### config.mk
export PLATFORM = sky130hd
export DESIGN_NAME = pre_samp_mlane
export DESIGN_NICKNAME = d
export VERILOG_FILES = /design/src/rtl/pre_samp_mlane.sv
export SDC_FILE = /design/constraint.sdc
export NUM_CORES = 2
export LEC_CHECK = 0
export ABC_AREA = 1
export CAP_MARGIN = 20
export CORE_AREA = 2 2 435 437
export CTS_CLUSTER_SIZE = 25
export DETAILED_ROUTE_END_ITERATION = 10
export DIE_AREA = 0 0 437 439
export PLACE_DENSITY_LB_ADDON = 0.15
export SLEW_MARGIN = 10
export SYNTH_ARGS = -nofsm -noshare
export SYNTH_HDL_FRONTEND = slang
export SYNTH_SLANG_ARGS = --single-unit
### constraint.sdc
create_clock -name clk -period 37.6 [get_ports clk]
set_clock_uncertainty 0.2 [all_clocks]
set_input_delay 5.64 -clock clk [delete_from_list [all_inputs] [get_ports clk]]
set_output_delay 5.64 -clock clk [all_outputs]
set_load 0.1 [all_outputs]
### src/rtl/pre_samp_mlane.sv
// SamplerZ pre-sampling setup: fetches LANES mu values and one isigma double, converts
// isigma to 72-bit fixed point and forms sqr2_isigma / ccs_63 on a shared multiplier pair.
module pre_samp_mlane #(
   parameter int unsigned LANES          = 2,
   parameter int unsigned ADDR_W         = 10,
   parameter int unsigned READ_DELAY     = 2,
   parameter int unsigned MUL_LAT        = 1,
   parameter logic [72:0] MIN_SIGMA_512  = 73'h147201bf1f7a0000000,
   parameter logic [72:0] MIN_SIGMA_1024 = 73'h14c5c19990c80000000
) (
   input  logic                  clk,
   input  logic                  rst,
   input  logic                  start,
   input  logic                  mode,
   input  logic [ADDR_W-1:0]     mu_addr,
   input  logic [ADDR_W-1:0]     isigma_addr,
   input  logic [1:0]            isigma_sel,
   output logic                  busy,
   output logic                  r_en,
   output logic [ADDR_W-1:0]     r_addr,
   input  logic [255:0]          r_data,
   output logic                  mul_req,
   input  logic                  mul_gnt,
   output logic [80:0]           mul_a_l,
   output logic [80:0]           mul_b_l,
   output logic [80:0]           mul_a_r,
   output logic [80:0]           mul_b_r,
   input  logic                  mul_vld,
   input  logic [80:0]           mul_out_l,
   input  logic [80:0]           mul_out_r,
   output logic [64*LANES-1:0]   fpr_mu,
   output logic [71:0]           isigma,
   output logic [71:0]           sqr2_isigma,
   output logic [62:0]           ccs_63,
   output logic                  err,
   output logic                  done
);

   typedef enum logic [2:0] {
      StIdle, StRdMu, StRdSg, StWait, StConv, StMreq, StMwait, StDone
   } state_t;

   // r_data is registered on entry, so each latch point is one cycle after data is valid
   localparam logic [3:0] MuTap = 4'(READ_DELAY + 1);
   localparam logic [3:0] FsTap = 4'(READ_DELAY + 2);

   state_t              r_state;
   logic [3:0]          r_cnt;
   logic                r_mode;
   logic [ADDR_W-1:0]   r_sg_addr;
   logic [1:0]          r_sel;
   logic [255:0]        r_rdata;
   logic [62:0]         r_fisig;

   logic [62:0]         w_fisig_sel;
   logic [10:0]         w_e;
   logic [71:0]         w_m;
   logic [71:0]         w_isig;
   logic                w_range_err;
   logic [72:0]         w_sigma_min;
   logic                w_unused;

   assign w_fisig_sel = r_rdata[{r_sel, 6'd0} +: 63];
   assign w_e         = r_fisig[62:52];
   assign w_m         = {19'b0, 1'b1, r_fisig[51:0]};
   assign w_sigma_min = r_mode ? MIN_SIGMA_1024 : MIN_SIGMA_512;
   assign w_unused    = ^{mul_out_l[80:72], mul_out_l[0], mul_out_r[80:72], mul_out_r[8:0],
                          3'(MUL_LAT)};

   // Double to unsigned fixed point value*2^72; sign is dropped
   always_comb begin
      w_isig      = '0;
      w_range_err = 1'b0;
      if (w_e >= 11'd1023) begin
         w_isig      = '1;
         w_range_err = 1'b1;
      end else if (w_e >= 11'd1003) begin
         w_isig = w_m << (w_e - 11'd1003);
      end else if (w_e >= 11'd951) begin
         w_isig = w_m >> (11'd1003 - w_e);
      end else begin
         w_range_err = 1'b1;
      end
   end

   always_ff @(posedge clk or posedge rst) begin
      if (rst) begin
         r_state     <= StIdle;
         r_cnt       <= '0;
         r_mode      <= 1'b0;
         r_sg_addr   <= '0;
         r_sel       <= '0;
         r_rdata     <= '0;
         r_fisig     <= '0;
         busy        <= 1'b0;
         r_en        <= 1'b0;
         r_addr      <= '0;
         mul_req     <= 1'b0;
         mul_a_l     <= '0;
         mul_b_l     <= '0;
         mul_a_r     <= '0;
         mul_b_r     <= '0;
         fpr_mu      <= '0;
         isigma      <= '0;
         sqr2_isigma <= '0;
         ccs_63      <= '0;
         err         <= 1'b0;
         done        <= 1'b0;
      end else begin
         r_rdata <= r_data;
         done    <= 1'b0;
         case (r_state)
            StIdle: begin
               if (start && !busy) begin
                  busy      <= 1'b1;
                  err       <= 1'b0;
                  r_mode    <= mode;
                  r_sg_addr <= isigma_addr;
                  r_sel     <= isigma_sel;
                  r_en      <= 1'b1;
                  r_addr    <= mu_addr;
                  r_state   <= StRdMu;
               end
            end
            StRdMu: begin
               r_addr  <= r_sg_addr;
               r_cnt   <= 4'd1;
               r_state <= StRdSg;
            end
            StRdSg: begin
               r_en    <= 1'b0;
               r_addr  <= '0;
               r_cnt   <= r_cnt + 4'd1;
               r_state <= StWait;
            end
            StWait: begin
               r_cnt <= r_cnt + 4'd1;
               if (r_cnt == MuTap) begin
                  fpr_mu <= r_rdata[64*LANES-1:0];
               end
               if (r_cnt == FsTap) begin
                  r_fisig <= w_fisig_sel;
                  r_state <= StConv;
               end
            end
            StConv: begin
               isigma  <= w_isig;
               err     <= w_range_err;
               mul_req <= 1'b1;
               mul_a_l <= {9'b0, w_isig};
               mul_b_l <= {9'b0, w_isig};
               mul_a_r <= {9'b0, w_isig};
               mul_b_r <= {8'b0, w_sigma_min};
               r_state <= StMreq;
            end
            StMreq: begin
               if (mul_gnt) begin
                  mul_req <= 1'b0;
                  mul_a_l <= '0;
                  mul_b_l <= '0;
                  mul_a_r <= '0;
                  mul_b_r <= '0;
                  r_state <= StMwait;
               end
            end
            StMwait: begin
               if (mul_vld) begin
                  sqr2_isigma <= {1'b0, mul_out_l[71:1]};
                  ccs_63      <= mul_out_r[71:9];
                  done        <= 1'b1;
                  r_state     <= StDone;
               end
            end
            StDone: begin
               busy    <= 1'b0;
               r_state <= StIdle;
            end
            default: r_state <= StIdle;
         endcase
      end
   end

endmodule

# [After elaboration in Yosys (flattened, before gate mapping)]
# Cells that the tools add are included.
[classes] add_sub_neg=3 order_cmp=3 n_eq_ne=13 shifts=3 mux=27 reduce_logical=20
[op_table] op="case mux 81 bit (2 select lines)" count=2
[op_table] op="indexed part select 256 x 9 -> 63 bit" count=1
[op_table] op="two-way mux 72 bit" count=3
[op_table] op="two-way mux 81 bit" count=1
[op_table] op="<< shifter 53 x 11 -> 72 bit" count=1
[op_table] op=">> shifter 53 x 11 -> 72 bit" count=1
[op_table] op="two-way mux 68 bit" count=1
[op_table] op="greater-or-equal comparator 11 x 10 -> 1 bit (second input constant)" count=3
[op_table] op="case mux 10 bit (3 select lines)" count=1
[op_table] op="case mux 3 bit (8 select lines)" count=1
[op_table] op="AND reduction 2 bit" count=9
[op_table] op="== test 3 bit (second input constant)" count=4
[op_table] op="two-way mux 3 bit" count=4
[op_table] op="subtractor 10 x 11 -> 11 bit (first input constant)" count=1
[op_table] op="subtractor 11 x 10 -> 11 bit (second input constant)" count=1
[op_table] op="two-way mux 10 bit" count=1
[op_table] op="nonzero test 2 bit" count=5
[op_table] op="two-way mux 1 bit" count=8
[op_table] op="inequality test 2 bit (second input constant)" count=4
[op_table] op="case mux 1 bit (2 select lines)" count=4
[op_table] op="case mux 4 bit (2 select lines)" count=1
[op_table] op="== test 3 x 2 -> 1 bit (second input constant)" count=2
[op_table] op="adder 4 x 1 -> 4 bit (second input constant)" count=1
[op_table] op="== test 4 x 2 -> 1 bit (second input constant)" count=1
[op_table] op="other kinds (8)" count=8
[totals] register_bits=850 inputBits=446 out_inout_bits=674 word_cells=88

# [Longest topological paths before layout]
[depth] word_depth=6 ltp_mapped=26 depth_no_buf=22

# [Worst setup path before layout]
# No wires, ideal clock.
[synth_timing] path_type="flip-flop to output port" from="reg mul_b_r[65] (netlist name)" to="out mul_b_r[32]" t_arrival_ns=1.523 required_time_ns=31.760 path_slack_ns=30.237 stages_incl_launch_ff=2 path_buffers=1 cell_sequence="dfrtp_1 > buf_4"
[synth_rtl] item="end, declared" line_no="27" source="output logic [80:0] mul_b_r,"

==> impl_metrics.ini <==
[outcome]
status = completed

[global_route]
grt_pass1_vias = 33120
use_met2_pct = 28.75
antenna_found_initial = 35
grt_use_total_pct = 17.12
grt_busiest_layer = met2
grt_pass1_wl_um = 241900
grtUsageMet1_pct = 21.19
use_met3_pct = 4.730
grt_max_degree = 149
gr-total-overflow = 0

[floorplan]
io_pins = 1120
initial_utilization_pct = 19.76
num_rows = 159
die_area_um2 = 191800
die_h_um = 439
core_area_um2 = 187000
die_w_um = 437

[clock_network]
numCtsBuffers = 95
cts_tree = done
postCtsResizedCells = 0
htreeDepth = 3
cts_setup_buffers = 0
cts_root_buffer = clkbuf_16
hold_buffers = 0
clock_latency_ns = 0.75
clock_path_buffers = 3
clock_sinks = 760
cts.clk_slew.worst_paths_ns = 0.06

[route]
drtIter0Drc = 2758
num_vias = 33970
wl_um = 169700
drtAntennaViolNets = 0
drc_errors = 0
firstDrtPassIters = 6
wl_per_cell_um = 21.80
avgViaCountPerCell = 4.364

[worst_setup_path]
worst_setup_path_end_kind = asynchronous set/reset pin
r2r_cells = 20
startpoint = rst
critical_path_arrival_ns = 9.20
r2r-start = r_fisig[53]
path_max_fanout = 80
required_ns = 38.15
cp-start-kind = primary input
critPathKind = primary input to asynchronous set/reset pin
r2r_slack_ns = 32.32

[yosys]
synth.area.top_cells = dfrtp_1, nand2_1, nand3_1
ys.flop_type = dfrtp_1
syn_inst = 4518
yosysWarningCount = 0
ys_seq_area_share_pct = 51.46
netlist.area_leader.share_pct = 51.46
synthArstFlopShare_pct = 100.0
syn_area_per_cell_um2 = 8.181
syn_area_um2 = 36960
synth-edff-count = 0
synth_top_cell_by_area = dfrtp_1
yosysUniqueCellTypes = 48
ys_ff_latch = 760

[sta]
slew_violations = 0
period_needed_ns = 8.649
hold_viol = 0
worstMarginPinSlew_ns = 1.145
maxSlewHeadroom_pct = 23.38
setup_viol_count_final = 0
timing.fmax_ghz = 0.1156
finalSetupTns_ns = 0
fin_crit_sh_pct = 23.00
layout_setup_ws_ns = 28.95
rsz0062_at_grt = false

[placed_design]
gp_congestion = 0.9230
dp.final_hpwl_um = 125400
pre_cts_ws_ns = 27.94
place_inst = 7608
port_buffers = 1011

[hold_path]
worstHoldStart = r_mode
hold_class = flop to flop
whs_path_depth = 1

[cells_and_area]
drive_above_1_share_pct = 6.097
stdcell_count = 7783
areaGrowthSynthToFinish_pct = 38.25
final_common_cell = nand2_1
nets = 5662
fillers = 20190
layout_common_cells = nand2_1, clkdlybuf4s50_1, dfrtp_1

[job]
max-cap-violations = 0
==> cells by family after synthesis <==
family | count (synthesis) | share of synthesized area [%]
AND/OR/NAND/NOR | 2421 | 28.11
flip-flops | 760 | 51.46
buffers and inverters | 702 | 10.06
AO/OA/AOI/OAI | 555 | 7.969
multiplexers | 65 | 1.980
XOR/XNOR | 8 | 0.2099
adder cells (fa/ha/maj) | 6 | 0.2031
other | 1 | 0.01015
==> flip-flops by register name, summed over array words and instances, names as in the netlist, 63 cells and up <==
name         flops
fpr_mu         128
r_fisig         63
isigma          72
r_rdata        254
ccs_63          63
mul_a_r         72
sqr2_isigma     71
==> worst paths after layout <==
| kind | endpoint |
|---|---|
| worst max-delay path | sqr2_isigma[57] |
| worst min-delay path | mul_b_r[65] |
| worst max register to register | isigma[52] |
| worst min register to register | mul_b_r[65] |
| max in group clk | mul_b_r[44] |
| min in group asynchronous | r_addr[5] |
==> cells in the mapped netlist (2+ instances only) <==
library cell,count
a21oi_1,114
a21oi_2,2
a22oi_1,3
a31oi_1,40
buf_1,61
buf_2,37
buf_4,256
buf_6,7
buf_8,2
clkbuf_1,186
clkinv_1,8
dfrtp_1,760
ha_1,6
inv_1,136
inv_2,8
mux2_2,65
nand2_1,1353
nand2_2,11
nand3_1,716
nand3_2,4
nand3b_1,2
nand4_1,110
nor2_1,205
nor2_2,4
nor3_1,6
nor4_1,2
o211ai_1,27
o21a_1,2
o21ai_0,322
o21ai_1,34
o21ai_2,2
o21bai_1,2
o22ai_1,2
o31ai_1,2
or2_2,3
xor2_1,6
==> area by class of cell <==
| type | count | area, µm² | share of cell area, % |
|---|---|---|---|
| clock inverter | 25 | 372.9 | 0.7297 |
| inverter | 153 | 586.8 | 1.148 |
| tap | 2495 | 3122 | 6.109 |
| multi-input combinational | 3133 | 14610 | 28.59 |
| timing repair buffer | 1067 | 10600 | 20.73 |
| clock buffer | 143 | 2769 | 5.419 |
| sequential | 760 | 19030 | 37.24 |
| antenna | 7 | 17.52 | 0.03428 |
==> layer usage <==
metal,routed length [µm],up-vias
met4,5066,40
met1,69350,16330
met5,255,-
met2,81900,1327
li1,-,16030
met3,13090,251
==> critical path: stages <==
cell and delay [ns]:
clkdlybuf4s50_1 0.49, inv_8 0.46, buf_4 0.72, buf_4 0.82, buf_4 0.83
==> through the flow <==
stage | util (%) | hold slack (ns) | area (µm²)
final | 27.33 | 0.2567 | 51100
after detailed placement | 25.64 | 0.2560 | 47940
after CTS | 27.32 | 0.2639 | 51080
after global placement | 25.61 | 0.2510 | 47890
after floorplan | - | 0.2396 | 37250
after global routing | 27.32 | 0.2922 | 51090
Power is not shown: default switching activity piles up to over one toggle a cycle in this logic, so the estimate is an artifact.
